**src/rtl/acc_pkg.sv**
```systemverilog
// Shared types for the accelerator offload path: controller FSM states and
// the request/response channel structs exchanged with the interconnect.
package acc_pkg;

  localparam int AccIdWidth   = 5;
  localparam int AccDataWidth = 32;
  localparam int AccNumIds    = 1 << AccIdWidth;

  typedef enum logic [1:0] {ACTIVE, DRAIN, QUIESCED} acc_ctrl_state_e;

  typedef struct packed {
    logic [AccIdWidth-1:0]   id;
    logic [AccDataWidth-1:0] data;
  } acc_q_t;

  typedef struct packed {
    logic [AccIdWidth-1:0]   id;
    logic [AccDataWidth-1:0] data;
  } acc_p_t;

  typedef struct packed {
    acc_q_t q;
    logic   q_valid;
    logic   p_ready;
  } acc_req_t;

  typedef struct packed {
    acc_p_t p;
    logic   q_ready;
    logic   p_valid;
  } acc_rsp_t;

endpackage

```
**src/rtl/acc_id_scoreboard.sv**
```systemverilog
// Busy bitmap with one bit per offload id; set on issue, cleared on retire.
// clr_hit reports whether the retiring id is currently marked busy.
module acc_id_scoreboard
  import acc_pkg::*;
(
  input  logic                  clk_i,
  input  logic                  rst_ni,
  input  logic                  set_valid,
  input  logic [AccIdWidth-1:0] set_id,
  input  logic                  clr_valid,
  input  logic [AccIdWidth-1:0] clr_id,
  output logic [AccNumIds-1:0]  busy,
  output logic                  clr_hit
);

  for (genvar gi = 0; gi < AccNumIds; gi++) begin : g_bit
    always_ff @(posedge clk_i or negedge rst_ni) begin
      if (!rst_ni) begin
        busy[gi] <= 1'b0;
      end else if (set_valid && set_id == AccIdWidth'(gi)) begin
        busy[gi] <= 1'b1;
      end else if (clr_valid && clr_id == AccIdWidth'(gi)) begin
        busy[gi] <= 1'b0;
      end
    end
  end

  assign clr_hit = busy[clr_id];

endmodule

```
**src/rtl/acc_offload_ctrl.sv**
```systemverilog
// Per-requester offload controller: caps in-flight offloads, blocks duplicate
// ids, retires ids on responses and offers a flush/quiesce handshake.
module acc_offload_ctrl
  import acc_pkg::*;
#(
  parameter int  MaxOutstanding = 4,
  parameter type req_t          = acc_req_t,
  parameter type rsp_t          = acc_rsp_t,
  localparam int CntWidth       = $clog2(MaxOutstanding + 1)
) (
  input  logic                clk_i,
  input  logic                rst_ni,
  input  logic                flush_i,
  output logic                idle_o,
  output logic                err_o,
  output logic [CntWidth-1:0] outstanding_o,
  input  req_t                slv_req_i,
  output rsp_t                slv_rsp_o,
  output req_t                mst_req_o,
  input  rsp_t                mst_rsp_i
);

  localparam logic [CntWidth-1:0] MaxCount = CntWidth'(MaxOutstanding);

  acc_ctrl_state_e       state_q, state_d;
  logic [CntWidth-1:0]   count_q, count_d;
  logic                  lock_q, lock_d;
  logic                  err_q;
  logic [AccNumIds-1:0]  busy;
  logic                  clr_hit;
  logic                  allow, issue, retire;

  // Gating with rst_ni keeps every handshake output low while reset is held.
  assign allow = rst_ni & (lock_q |
                 (state_q == ACTIVE && count_q < MaxCount && !busy[slv_req_i.q.id]));

  always_comb begin
    mst_req_o         = slv_req_i;
    mst_req_o.q_valid = slv_req_i.q_valid & allow;
    mst_req_o.p_ready = slv_req_i.p_ready & rst_ni;
    slv_rsp_o         = mst_rsp_i;
    slv_rsp_o.q_ready = mst_rsp_i.q_ready & allow;
    slv_rsp_o.p_valid = mst_rsp_i.p_valid & rst_ni;
  end

  assign issue  = slv_req_i.q_valid & allow & mst_rsp_i.q_ready;
  assign retire = mst_rsp_i.p_valid & slv_req_i.p_ready;

  acc_id_scoreboard u_scoreboard (
    .clk_i    (clk_i),
    .rst_ni   (rst_ni),
    .set_valid(issue),
    .set_id   (slv_req_i.q.id),
    .clr_valid(retire),
    .clr_id   (mst_rsp_i.p.id),
    .busy     (busy),
    .clr_hit  (clr_hit)
  );

  always_comb begin
    count_d = count_q;
    case ({issue, retire & clr_hit})
      2'b10:   count_d = count_q + CntWidth'(1);
      2'b01:   count_d = count_q - CntWidth'(1);
      default: count_d = count_q;
    endcase
  end

  // An offer that was not accepted stays allowed until it is.
  always_comb begin
    lock_d = lock_q;
    if (slv_req_i.q_valid && allow && !mst_rsp_i.q_ready) begin
      lock_d = 1'b1;
    end else if (issue) begin
      lock_d = 1'b0;
    end
  end

  always_comb begin
    state_d = state_q;
    case (state_q)
      ACTIVE:   if (flush_i && !lock_q) state_d = DRAIN;
      DRAIN: begin
        if (!flush_i)            state_d = ACTIVE;
        else if (count_q == '0)  state_d = QUIESCED;
      end
      QUIESCED: if (!flush_i) state_d = ACTIVE;
      default:  state_d = ACTIVE;
    endcase
  end

  always_ff @(posedge clk_i or negedge rst_ni) begin
    if (!rst_ni) begin
      state_q <= ACTIVE;
      count_q <= '0;
      lock_q  <= 1'b0;
      err_q   <= 1'b0;
    end else begin
      state_q <= state_d;
      count_q <= count_d;
      lock_q  <= lock_d;
      err_q   <= retire & ~clr_hit;
    end
  end

  assign idle_o        = (state_q == QUIESCED);
  assign err_o         = err_q;
  assign outstanding_o = count_q;

endmodule

```
**config.mk**
```make
export PLATFORM = sky130hd
export DESIGN_NAME = acc_offload_ctrl
export DESIGN_NICKNAME = d
export VERILOG_FILES = /design/src/rtl/acc_pkg.sv /design/src/rtl/acc_id_scoreboard.sv /design/src/rtl/acc_offload_ctrl.sv
export SDC_FILE = /design/constraint.sdc
export NUM_CORES = 1
export LEC_CHECK = 0
export CELL_PAD_IN_SITES_DETAIL_PLACEMENT = 0
export CELL_PAD_IN_SITES_GLOBAL_PLACEMENT = 2
export CORE_MARGIN = 10
export CORE_UTILIZATION = 23
export DETAILED_ROUTE_END_ITERATION = 8
export PLACE_DENSITY = 0.85
export SLEW_MARGIN = 10
export SYNTH_ARGS = -nofsm -noshare
export SYNTH_HDL_FRONTEND = slang
export SYNTH_SLANG_ARGS = --single-unit
```
**constraint.sdc**
```tcl
create_clock -name clk_i -period 5.5 [get_ports clk_i]
set_input_delay 1.1 -clock clk_i [delete_from_list [all_inputs] [get_ports clk_i]]
set_output_delay 1.1 -clock clk_i [all_outputs]
set_load 0.005 [all_outputs]
```
==> flow_metrics.py <==
metrics = {
    "outcome": {
        "status": "finished, final reports clean",
    },
    "sta": {
        "slew_headroom": 0.2846,
        "timing_hold_violations_final": 0,
        "rsz0062_at_grt": "false",
        "fin_setup_tns_ns": 0,
        "max_freq_ghz": 0.2048,
        "final-max-slew-violation-count": 0,
        "skew_ns": 0.007551,
        "worst_pin_slew_ns": 1.062,
        "min_period_over_period": 0.8877,
        "min_period_ns": 4.882,
        "setup_violations": 0,
    },
    "layout": {
        "nFillCells": 1344,
        "drive_above_1_share": 0.1385,
        "area_growth_pct": 5.403,
        "instances_no_fill": 432,
        "fin_util": 0.2457,
        "nets": 342,
        "diodes": 0,
    },
    "detailed_routing": {
        "postRouteAntennaNets": 0,
        "met2_length_um": 3469,
        "via_count": 2088,
        "drc": 0,
        "wl_met1_um": 3106,
        "dr_wl_met3_um": 777,
        "drtIter0Drc": 266,
        "vias_per_cell": 4.833,
        "avgRoutedWirePerCell_um": 17.31,
        "first_pass_iters": 5,
        "maxUsedRoutingLayer": "met4",
        "drt_wl_total_um": 7476,
    },
    "die": {
        "ioPinCount": 164,
        "fp.coreArea_mm2": 0.01252,
        "dieArea_mm2": 0.01759,
        "die_y_um": 132.6,
        "rows": 41,
        "die_width_um": 132.6,
        "initial_core_util": 0.2331,
    },
    "placement": {
        "io_buffers": 35,
        "gp_congestion": 0.9074,
        "hpwl_um": 5635,
        "dp_cells": 424,
    },
    "critical_path": {
        "critPathLaunchType": "primary input",
        "reg2reg_from": "u_scoreboard.busy[4]$_DFFE_PN0P_",
        "critical_path.top_delay_family": "buffers and inverters",
        "rr_endpoint": "outstanding_o[2]$_DFFE_PN0P_",
        "path_cells": "clkdlybuf4s50_1, buf_4, mux4_2, mux2i_1, o2111a_1, a211oi_1, nor2_1, clkdlybuf4s50_1",
        "required_ns": 4.40,
        "reg2reg_depth": 11,
        "rrSetupSlack_ns": 2.83,
        "critPathBufInv": 3,
        "criticalPathCategory": "primary input to output port",
        "crit_top_cell": "clkdlybuf4s50_1",
        "worst_setup_path_end_kind": "output port",
        "worstPathMaxFanout": 11,
        "cp.arrival_ns": 3.78,
        "cp_slowest_cell": "clkdlybuf4s50_1",
        "cpPeakStageDelay_ns": 0.76,
    },
    "yosys": {
        "seq_area_frac_synth": 0.3345,
        "synth_seq_cells": 39,
        "avgSynthCellArea_um2": 9.726,
        "yosysWarnings": 0,
        "syn_nets": 383,
        "yosysUniqueCellTypes": 43,
        "synth_edf_count": 0,
        "synth_ff_type": "dfrtp_1",
        "syn_inst": 300,
        "ys_async_sr_fraction": 1.000,
        "syn_area_mm2": 0.002918,
    },
    "min_path": {
        "whs_path_depth": 1,
        "hold_path.class": "flop to flop",
        "min_from": "state_q[1]$_DFFE_PN0P_",
        "hold_end": "state_q[0]$_DFFE_PN0P_",
    },
    "cts": {
        "clock_latency_ns": 0.29,
        "clk_path_buf_depth": 2,
        "cts_resized": 0,
        "cts_made_buffers": 5,
        "post_cts_buffers": 0,
        "cts_hold_buf": 0,
        "cts.htree.levels": 2,
        "cts_tree": "done",
        "clock-sinks": 39,
        "cts-root-buf": "clkbuf_16",
        "clkTransAtPathRegs_ns": 0.06,
    },
    "grt": {
        "antenna_found_initial": 0,
        "grt_start_max_net_pins": 24,
        "grt_pass1_wl_um": 12090,
        "overflow": 0,
        "grt_use_total": 0.08362,
        "grt_pass1_vias": 2111,
    },
    "flow_run": {
        "max-cap-violations": 0,
    },
    "power": {
        "power_density_mw_per_mm2": 334.9,
        "ir_worst_vdd_mv": 0.1123,
        "power.leakage_uw": 0.001165,
    },
}
Yosys cell counts, types with 3 or more instances:
library cell | instances | area (um^2)
nand2b_1 | 8 | 50.05
mux2i_1 | 6 | 60.06
buf_4 | 74 | 555.5
nor3_1 | 4 | 20.02
clkbuf_1 | 6 | 22.52
nor3b_1 | 3 | 22.52
o31ai_1 | 15 | 112.6
nand2_1 | 12 | 45.04
nor2_1 | 7 | 26.28
dfrtp_1 | 39 | 975.9
mux2_2 | 5 | 56.30
or3_1 | 4 | 25.02
and3_1 | 5 | 31.28
inv_1 | 4 | 15.01
mux4_2 | 13 | 292.8
nor2b_1 | 7 | 43.79
nand3_1 | 5 | 25.02
o21ai_0 | 50 | 250.2
area by class of cell:
class	instances	area (um^2)	share of cell area
sequential	39	975.9	0.3173
timing repair buffer	38	367.9	0.1196
multi-input combinational	171	1309	0.4256
clock buffer	5	125.1	0.04068
clock inverter	3	67.56	0.02197
inverter	4	15.01	0.004882
tap	172	215.2	0.06998
stage by stage:
step           setup WS [ns]  instance area, um^2  power (uW)  hold slack (ns)
2_1_floorplan          1.965                 2918       590.7           0.4668
6_report              0.6178                 3075        1030           0.5280
4_1_cts               0.5741                 3075        1037           0.5228
3_5_place_dp          0.5896                 2883       655.0           0.5184
5_1_grt               0.4755                 3075        1086           0.5388
3_3_place_gp          0.6058                 2883       651.8           0.4830
cell usage in the layout (no fill, tap or decap), types with 2 or more instances in the layout:
cell             count
mux2_2               5
or3_1                4
or2_2                2
clkbuf_16            5
nor2b_1              7
nand2_1             12
mux4_2              13
nor3b_1              3
and3_1               5
o21ai_0             50
buf_4                3
mux2i_1              6
inv_1                4
bufinv_16            2
xor2_1               2
nor2_1               7
dfrtp_1             39
nand3_1              5
a21oi_1              2
nor3_1               4
nand4_1              2
o31ai_1             15
nand2b_1             8
clkdlybuf4s50_1     34
and2_1               2
where the power goes:
part | internal, uW | switching [uW]
clock network | 260 | 119
logic | 131 | 133
registers | 337 | 50.6
total | 728 | 302
flip-flops by register name, summed over array words and instances, names as in the netlist:
signal             count
state_q                2
err_o                  1
outstanding_o          3
lock_q                 1
u_scoreboard.busy     32
worst reg2reg max path, cell delays in order, from the launching register on:
cell	delay, ns
dfrtp_1	0.38
mux4_2	0.26
mux2i_1	0.07
o2111a_1	0.28
a211oi_1	0.37
nand2b_1	0.19
ha_1	0.18
inv_1	0.06
fa_1	0.37
xor2_1	0.15
nor2_1	0.12
xor2_1	0.16
worst max-delay path by stage:
stage,startpoint,endpoint,slack [ns],cells after the start
global placement,slv_req_i[35],slv_rsp_o[1],0.61,8
detailed placement,slv_req_i[35],slv_rsp_o[1],0.59,8
CTS,slv_req_i[35],slv_rsp_o[1],0.57,8
finish,slv_req_i[35],slv_rsp_o[1],0.62,8
floorplan,slv_req_i[37],slv_rsp_o[1],1.97,6
global route,slv_req_i[35],slv_rsp_o[1],0.48,8
cells by family (layout without fill, tap and decap cells):
kind of cell	after synthesis	in the layout	synth area share
xor gates and xnor gates	3	3	0.009007
buffers and inverters	90	50	0.2170
and+or+nand+nor	65	65	0.1235
adders and majority gates	2	2	0.01115
muxes	25	25	0.1441
AOI/OAI and AO/OA	76	76	0.1608
DFF	39	39	0.3345
layer usage:
metal / track usage / vias up
met5: 0 / -
met4: 0.02995 / 0
met3: 0.02763 / 22
met2: 0.1288 / 108
met1: 0.1066 / 1034
li1: - / 924
Note: power is estimated with default switching activity, not from simulation.
